==> config.mk <==
export PLATFORM = sky130hd
export DESIGN_NAME = fmap_stream_buffer_flat
export DESIGN_NICKNAME = d
export VERILOG_FILES = /design/src/rtl/fmap_stream_buffer_pkg.sv /design/src/rtl/fmap_stream_buffer_if.sv /design/src/rtl/fmap_stream_buffer_channel_store.sv /design/src/rtl/fmap_stream_buffer.sv /design/src/flat_wrapper.sv
export SDC_FILE = /design/constraint.sdc
export NUM_CORES = 1
export LEC_CHECK = 0
export CAP_MARGIN = 20
export CELL_PAD_IN_SITES_DETAIL_PLACEMENT = 0
export CELL_PAD_IN_SITES_GLOBAL_PLACEMENT = 1
export CORE_ASPECT_RATIO = 0.5
export CORE_MARGIN = 1
export CORE_UTILIZATION = 52
export CTS_BUF_LIST = sky130_fd_sc_hd__clkbuf_8
export CTS_CLUSTER_SIZE = 40
export DETAILED_ROUTE_END_ITERATION = 8
export PLACE_DENSITY = 0.84
export RECOVER_POWER = 25
export SLEW_MARGIN = 20
export SYNTH_ARGS = -nofsm -noshare
export SYNTH_HDL_FRONTEND = slang
export SYNTH_HIERARCHICAL = 1
export SYNTH_SLANG_ARGS = --single-unit
==> constraint.sdc <==
create_clock -name clk -period 3.02 [get_ports clk]
set_input_delay 0.755 -clock clk [delete_from_list [all_inputs] [get_ports clk]]
set_output_delay 0.755 -clock clk [all_outputs]
set_load 0.03 [all_outputs]
==> src/rtl/fmap_stream_buffer_pkg.sv <==
// fmap_stream_buffer_pkg: shared types and sizing helpers for the feature-map stream buffer (package fmap_pkg).
// Contents: state_t (FILL/DRAIN), pe_count() lane count from kernels/cycles-per-pixel,
// clog2_min1() index width that never drops below one bit.
package fmap_pkg;
    typedef enum logic {FILL, DRAIN} state_t;

    function automatic int pe_count(input int nk, input int cpp);
        return (nk + cpp - 1) / cpp;
    endfunction

    function automatic int clog2_min1(input int n);
        return (n > 1) ? $clog2(n) : 1;
    endfunction
endpackage

==> src/rtl/fmap_stream_buffer_if.sv <==
// fmap_stream_buffer_if: capture and stream handshake bundle of fmap_stream_buffer.
// in_valid[k]/in_data lanes/in_ready (capture side), out_valid/out_data/out_channel/out_last/out_ready
// (stream side), overflow (sticky drop flag). master = upstream/downstream environment, slave = buffer.
interface fmap_stream_buffer_if
    import fmap_pkg::*;
#(
    parameter int BitSize        = 4,
    parameter int NumberOfK      = 4,
    parameter int CyclesPerPixel = 2
);
    localparam int PE = pe_count(NumberOfK, CyclesPerPixel);
    localparam int CW = clog2_min1(NumberOfK);

    logic [NumberOfK-1:0]  in_valid;
    logic [PE*BitSize-1:0] in_data;
    logic                  in_ready;
    logic                  out_valid;
    logic [BitSize-1:0]    out_data;
    logic [CW-1:0]         out_channel;
    logic                  out_last;
    logic                  out_ready;
    logic                  overflow;

    modport master (
        output in_valid, in_data, out_ready,
        input  in_ready, out_valid, out_data, out_channel, out_last, overflow
    );
    modport slave (
        input  in_valid, in_data, out_ready,
        output in_ready, out_valid, out_data, out_channel, out_last, overflow
    );
endinterface

==> src/rtl/fmap_stream_buffer_channel_store.sv <==
// fmap_channel_store: one kernel's pooled map memory with its write counter and full flag.
// Ports: clk, res_n (async low), clr (restart the map), we (capture request), din (lane value),
// rd_idx/dout (drain read), full (map complete), full_next (complete after this edge).
// Macro FMAP_RELU_EN: negative (MSB set) captures are stored as zero.
module fmap_channel_store
    import fmap_pkg::*;
#(
    parameter int BitSize = 4,
    parameter int Depth   = 4
) (
    input  logic                         clk,
    input  logic                         res_n,
    input  logic                         clr,
    input  logic                         we,
    input  logic [BitSize-1:0]           din,
    input  logic [clog2_min1(Depth)-1:0] rd_idx,
    output logic [BitSize-1:0]           dout,
    output logic                         full,
    output logic                         full_next
);
    localparam int IW = clog2_min1(Depth);
    localparam int CW = $clog2(Depth + 1);

    logic [BitSize-1:0] mem [Depth];
    logic [CW-1:0]      cnt;
    logic [BitSize-1:0] wdata;
    logic               wr;

`ifdef FMAP_RELU_EN
    assign wdata = din[BitSize-1] ? '0 : din;
`else
    assign wdata = din;
`endif

    assign full      = cnt == CW'(Depth);
    assign wr        = we && !full;
    assign full_next = full || (wr && cnt == CW'(Depth - 1));
    assign dout      = mem[rd_idx];

    always_ff @(posedge clk or negedge res_n)
        if (!res_n)
            cnt <= '0;
        else if (clr)
            cnt <= '0;
        else if (wr)
            cnt <= cnt + 1'b1;

    // Contents are don't-care after reset, so the array carries no reset.
    always_ff @(posedge clk)
        if (wr)
            mem[cnt[IW-1:0]] <= wdata;
endmodule

==> src/rtl/fmap_stream_buffer.sv <==
// fmap_stream_buffer: buffers one full feature-map set from conv_pooling_layer and re-streams it channel-major.
// Ports: clk, res_n (async active-low), bus (fmap_stream_buffer_if.slave: capture lanes, stream
// handshake, sticky overflow). Macro FMAP_RELU_EN (in fmap_channel_store) clamps negative captures to zero.
module fmap_stream_buffer
    import fmap_pkg::*;
#(
    parameter int BitSize            = 4,
    parameter int NumberOfK          = 4,
    parameter int CyclesPerPixel     = 2,
    parameter int ProcessingElements = pe_count(NumberOfK, CyclesPerPixel),
    parameter int MapWidth           = 2
) (
    input logic                  clk,
    input logic                  res_n,
    fmap_stream_buffer_if.slave  bus
);
    localparam int Depth = MapWidth * MapWidth;
    localparam int IW    = clog2_min1(Depth);
    localparam int CW    = clog2_min1(NumberOfK);

    state_t             state, state_next;
    logic [CW-1:0]      ch;
    logic [IW-1:0]      idx;
    logic [NumberOfK-1:0] full, full_next;
    logic [BitSize-1:0] rd [NumberOfK];
    logic               fire, last, overflow;

    for (genvar k = 0; k < NumberOfK; k++) begin : g_store
        fmap_channel_store #(.BitSize(BitSize), .Depth(Depth)) u_store (
            .clk       (clk),
            .res_n     (res_n),
            .clr       (fire && last),
            .we        (bus.in_valid[k] && state == FILL),
            .din       (bus.in_data[(k % ProcessingElements)*BitSize +: BitSize]),
            .rd_idx    (idx),
            .dout      (rd[k]),
            .full      (full[k]),
            .full_next (full_next[k])
        );
    end

    assign last = ch == CW'(NumberOfK - 1) && idx == IW'(Depth - 1);
    assign fire = bus.out_valid && bus.out_ready;

    always_ff @(posedge clk or negedge res_n)
        if (!res_n)
            state <= FILL;
        else
            state <= state_next;

    // Drain starts on the edge that completes the last map, so out_valid follows the final capture by one cycle.
    always_comb
        state_next = (state == FILL) ? (&full_next ? DRAIN : FILL) : ((fire && last) ? FILL : DRAIN);

    always_comb begin
        bus.in_ready    = state == FILL;
        bus.out_valid   = state == DRAIN;
        bus.out_data    = (state == DRAIN) ? rd[ch] : '0;
        bus.out_channel = ch;
        bus.out_last    = state == DRAIN && last;
        bus.overflow    = overflow;
    end

    // The final handshake wraps both counters to zero, leaving them ready for the next set.
    always_ff @(posedge clk or negedge res_n)
        if (!res_n) begin
            ch  <= '0;
            idx <= '0;
        end else if (fire) begin
            idx <= (idx == IW'(Depth - 1)) ? '0 : idx + 1'b1;
            ch  <= last ? '0 : ((idx == IW'(Depth - 1)) ? ch + 1'b1 : ch);
        end

    always_ff @(posedge clk or negedge res_n)
        if (!res_n)
            overflow <= 1'b0;
        else if ((state == FILL) ? |(bus.in_valid & full) : |bus.in_valid)
            overflow <= 1'b1;
endmodule
==> src/flat_wrapper.sv <==
// flat-port wrapper written by rule: the top's interface ports become plain ports
module fmap_stream_buffer_flat import fmap_pkg::*;
#(
    parameter int BitSize            = 4,
    parameter int NumberOfK          = 4,
    parameter int CyclesPerPixel     = 2,
    parameter int ProcessingElements = pe_count(NumberOfK, CyclesPerPixel),
    parameter int MapWidth           = 2
)
  (clk, res_n, bus_in_valid, bus_in_data, bus_out_ready, bus_in_ready, bus_out_valid, bus_out_data, bus_out_channel, bus_out_last, bus_overflow);
  fmap_stream_buffer_if #(.BitSize(BitSize), .NumberOfK(NumberOfK), .CyclesPerPixel(CyclesPerPixel)) bus_i ();
  input logic clk;
  input logic res_n;
  input wire logic [$bits(bus_i.in_valid)-1:0] bus_in_valid;
  input wire logic [$bits(bus_i.in_data)-1:0] bus_in_data;
  input wire logic [$bits(bus_i.out_ready)-1:0] bus_out_ready;
  output wire logic [$bits(bus_i.in_ready)-1:0] bus_in_ready;
  output wire logic [$bits(bus_i.out_valid)-1:0] bus_out_valid;
  output wire logic [$bits(bus_i.out_data)-1:0] bus_out_data;
  output wire logic [$bits(bus_i.out_channel)-1:0] bus_out_channel;
  output wire logic [$bits(bus_i.out_last)-1:0] bus_out_last;
  output wire logic [$bits(bus_i.overflow)-1:0] bus_overflow;
  assign bus_i.in_valid = bus_in_valid;
  assign bus_i.in_data = bus_in_data;
  assign bus_i.out_ready = bus_out_ready;
  assign bus_in_ready = bus_i.in_ready;
  assign bus_out_valid = bus_i.out_valid;
  assign bus_out_data = bus_i.out_data;
  assign bus_out_channel = bus_i.out_channel;
  assign bus_out_last = bus_i.out_last;
  assign bus_overflow = bus_i.overflow;
  fmap_stream_buffer #(.BitSize(BitSize), .NumberOfK(NumberOfK), .CyclesPerPixel(CyclesPerPixel), .ProcessingElements(ProcessingElements), .MapWidth(MapWidth)) u_core (.clk(clk), .res_n(res_n), .bus(bus_i));
endmodule
# Yosys cells after proc, flatten, opt, wreduce, memory -nomap -nowiden
# Memory sizes are Yosys's and may differ from the RTL's.
# Cells that the tools add are included.
[classes] add_sub_neg=6 order_cmp=1 eq_ne=10 mux=27 bitwise_logic=3 reduce_logical=33
[op_table] operator="$mux 3" count=8
[op_table] operator="$logic_and 1x1->1" count=16
[op_table] operator="$add 3x1->3 const B" count=4
[op_table] operator="$eq 3x2->1 const B" count=4
[op_table] operator="$eq 3x3->1 const B" count=4
[op_table] operator="$mux 1" count=12
[op_table] operator="$mux 4" count=3
[op_table] operator="$reduce_bool 2->1" count=5
[op_table] operator="$bmux 4 s2" count=1
[op_table] operator="$reduce_or 4->1" count=2
[op_table] operator="$mux 2" count=3
[op_table] operator="$add 2x1->2 const B" count=2
[op_table] operator="$and 4x4->4" count=1
[op_table] operator="$eq 2x2->1 const B" count=2
[op_table] operator="$logic_not 1->1" count=4
[op_table] operator="$logic_or 1x1->1" count=4
[op_table] operator="$reduce_and 4->1" count=1
[op_table] operator="$ge 3x3->1 const B" count=1
[op_table] operator="$not 2->3" count=1
[op_table] operator="$reduce_and 2->1" count=1
[op_table] operator="$not 1->1" count=1
[totals] regBits=18 mem_bits_rw=64 input_bits=15 wordCells=92 mem_count=4
[mem_list] memory="u_core.g_store[0].u_store.mem" depth=4 width=4 read_ports=1 rd_ports_with_merged_regs=0 write_ports=1 line="fmap_stream_buffer_channel_store.sv:24" rtl="logic [BitSize-1:0] mem [Depth];"
[mem_list] memory="u_core.g_store[1].u_store.mem" depth=4 width=4 read_ports=1 rd_ports_with_merged_regs=0 write_ports=1 line="fmap_stream_buffer_channel_store.sv:24"
[mem_list] memory="u_core.g_store[2].u_store.mem" depth=4 width=4 read_ports=1 rd_ports_with_merged_regs=0 write_ports=1 line="fmap_stream_buffer_channel_store.sv:24"
[mem_list] memory="u_core.g_store[3].u_store.mem" depth=4 width=4 read_ports=1 rd_ports_with_merged_regs=0 write_ports=1 line="fmap_stream_buffer_channel_store.sv:24"

# Depth between registers and ports, before layout
# Gate-level depths: netlist (run 1).
[depth] depth_word=8 depth_mapped=6 depth_no_buf=6

# Hierarchy
# Netlist (run 1), hierarchy kept.
[by_module_without_submodules] mod="fmap_channel_store" n_inst=4 cells_each=46 area_per_inst_um2=838.3 seq_area_each_um2=555.5
[by_module_without_submodules] mod="fmap_stream_buffer" n_inst=1 cells_each=42 area_per_inst_um2=470.5 seq_area_each_um2=150.1

# Least setup slack after synthesis (run 1)
# No wires, ideal clock.
[synth_path] path_kind="reg-to-output" from="reg u_core.idx[0]" to="out bus_out_data[0]" t_arrival_ns=2.084 t_required_ns=2.265 path_slack_ns=0.181 path_stages_with_launch=4 path_buffers=0 path_cell_list="dfrtp_1 mux4_1 mux4_2 and2_1"
[synth_lines] element="from (decl)" line="fmap_stream_buffer.sv:23" rtl="logic [IW-1:0] idx;"
[synth_lines] element="from (signal assigned)" line="fmap_stream_buffer.sv:70" rtl="idx <= (idx == IW'(Depth - 1)) ? '0 : idx + 1'b1;"
[synth_lines] element="to (decl)" line="flat_wrapper.sv:19" rtl="output wire logic [$bits(bus_i.out_data)-1:0] bus_out_data;"

==> results of run 1 <==
critical path: stages, from the launching register on:
cell	delay, ps
dfrtp_2	470
buf_12	160
mux4_2	500
mux4_2	490
and2_4	170
buf_6	130
layout make-up:
cell class	instances	area (um2)
Timing Repair Buffer	30	339.1
Clock buffer	9	123.9
Multi-Input combinational cell	125	1323
Sequential cell	82	2374
Tap cell	92	115.1
Clock inverter	7	55.05
Fill cell	515	2491
Inverter	17	63.81
placed cells by master, fill, tap and decap left out, types with 2 or more instances in the layout:
cell,instances
nor2_1,9
nand2b_1,4
mux2i_1,4
o21ai_0,4
buf_6,5
a21boi_4,4
a21oi_1,6
and2_4,4
a21o_1,5
clkbuf_8,9
xnor2_1,4
clkdlybuf4s50_1,14
dlygate4sd3_1,6
mux2_2,2
and3_1,5
edfxtp_1,64
buf_4,2
mux4_2,20
and2_1,16
inv_1,18
nor2b_1,5
ha_1,23
nor3_1,2
buf_12,2
dfrtp_1,17
clkinvlp_4,3
report_power, final:
| group | leakage, nW | internal (mW) | switching, mW | total, mW |
|---|---|---|---|---|
| Combinational | 0.788 | 0.900 | 0.779 | 1.68 |
| Sequential | 0.788 | 1.44 | 0.225 | 1.66 |
| Clock | 0.0852 | 0.305 | 0.395 | 0.699 |
| Total | 1.66 | 2.64 | 1.40 | 4.04 |
repair_timing:
action	CTS	global route
buffers inserted	1	0
setup endpoints to repair	4	4
hold buffers	0	0
gates cloned	1	0
resized for setup	51	0
stage by stage:
stage               power (mW)  instance area, um2  setup TNS, ps  utilization
floorplan                2.697                3824              0            -
global placement         3.146                4219         -253.9       0.6129
detailed placement       3.211                4219         -351.6       0.6129
CTS                      4.085                4393         -65.83       0.6381
global route             4.307                4393         -184.1       0.6381
finish                   4.039                4393         -5.838       0.6381
kinds of logic (layout without fill, tap and decap cells):
group | count (synthesis) | in the layout | synth area share
xor gates and xnor gates | 5 | 5 | 0.01145
muxes | 26 | 26 | 0.1499
AOI/OAI and AO/OA | 21 | 21 | 0.04712
adders and majority gates | 23 | 23 | 0.07526
DFF | 82 | 82 | 0.6204
buffers and inverters | 19 | 63 | 0.02061
and+or+nand+nor | 50 | 50 | 0.07526
sequential cells by signal, indices dropped and copies added (netlist names):
name and cells:
u_core/g_store.u_store/mem 64, u_core/bus.out_valid 1, u_core/idx 2, u_core/g_store.u_store/cnt 12, u_core/bus.overflow 1, u_core/bus.out_channel 2
worst max path at each step:
stage / slack [ps] / cells after the start / to
detailed placement: -100 / 5 / bus_out_data[3]
CTS: -30 / 5 / bus_out_data[2]
global route: -60 / 5 / bus_out_data[2]
global placement: -80 / 5 / bus_out_data[2]
finish: -6 / 5 / bus_out_data[2]
floorplan: 180 / 3 / bus_out_data[0]
layer usage:
layer / part of all wire / vias to the layer above
met5: 0 / -
met3: 0.060 / 7
met2: 0.43 / 66
met1: 0.50 / 1012
li1: - / 928
met4: 0.0085 / 0
==> flow_metrics.tcl, run 1 <==
set metrics [dict create \
    row_count 21 \
    hpwl_mm 4.854 \
    cp_max_fo 7 \
    async_flop_share 0.2195 \
    max_freq_mhz 330.5 \
    overflow 0 \
    gp_congestion 0.7697 \
    r2r_cells 7 \
    holdWs_ps 594.6 \
    antenna_found_initial 0 \
    synth_top_cell_by_area "edfxtp_1" \
    synth_ff_type "edfxtp_1" \
    hold_class "flop to flop" \
    ys_seq_area_frac 0.6204 \
    fin_cells 362 \
    drive_above_1_share 0.2074 \
    track_usage 0.1940 \
    synthToLayoutAreaGrowth_pct 14.89 \
    io_pins 25 \
    cp_data_arrival_time_ps 2270 \
    cts.path.max_buffers 2 \
    violations "negative setup slack" \
    r2r_start "u_core/idx[0]" \
    hold_viol 0 \
    tightestPinTransition_ps 866.0 \
    drt-initial-drc-count 122 \
    rrSetupSlack_ps 1120 \
    totalWireLength_mm 6.700 \
    port_buffers 24 \
    synth_cell_types 29 \
    postRouteAntennaNets 0 \
    netlist_area_um2 3824 \
    vdd_drop_max_mv 0.3546 \
    clk_latency_ps 340 \
    cts.sinks 82 \
    synthCells 226 \
    synth.area.top_cells "edfxtp_1, dfrtp_1, mux4_1" \
    cts-root-buf "clkbuf_8" \
    yosys-top-cells-count "edfxtp_1, ha_1, and2_1" \
    status "finished with violations" \
    period_share 1.002 \
    grt_pass1_vias 2032 \
    die-area_um2 7721 \
    use_met3 0.04653 \
    synth.most_common_cell "edfxtp_1" \
    vias 2013 \
    initial_utilization 0.5554 \
    power_leakage_nw 1.661 \
    hold_end "u_core/g_store[0].u_store/cnt[1]" \
    die_w_um 123.3 \
    setup.worst_path.class "flop to primary output" \
    use_met2 0.2751 \
    ys_ff_latch 82 \
    cp-startpoint "u_core/idx[0]" \
    dr.pass1.iters 4 \
    slew_headroom 0.4209 \
    hp-start "u_core/g_store[0].u_store/cnt[1]" \
    cts_made_buffers 9 \
    diodes 0 \
    cts_tree "built" \
    final.min_clock_period_ps 3026 \
    synth_top_area_share 0.5026 \
    cts_htree_levels 3 \
    reg2reg_to "u_core/bus.out_channel[1]" \
    die_y_um 62.64 \
    synth_edf_count 64 \
    drv_slew 0 \
    yosys_warnings 6 \
    p_per_area_nw_per_um2 919.5 \
    worst_setup_path_end_kind "primary output" \
    syn_nets 264 \
    wire_per_inst_um 18.51 \
    fin_ws_ps -5.838 \
    grt_pass1_wl_mm 10.65 \
    clock_skew_ps 5.782 \
    hold_depth 2 \
    avgSynthCellArea_um2 16.92 \
    crit_path_start_kind "flop" \
    via_per_inst 5.561 \
    clk_pin_slew_worst_paths_ps 80 \
    top_usage_layer "met1" \
    core-area_um2 6884 \
    drc 0 \
    dp.cells 344 \
    rsz0062_at_grt "yes" \
    max_cap_violations 0 \
    grt_max_degree 20 \
    final_nets 303 \
    worstPathRequired_ps 2260 \
    dp_slack_ps -105.0 \
    grt_use_met1 0.3019 \
    setup_violations 1 \
]
No activity file was read; power rests on OpenSTA's default activity.
==> inputs of run 2 (changes only) <==
CAP_MARGIN = unset   (was 20)
==> results of run 2 <==
No change in the layout: final DEF, timing and power equal those of run 1.
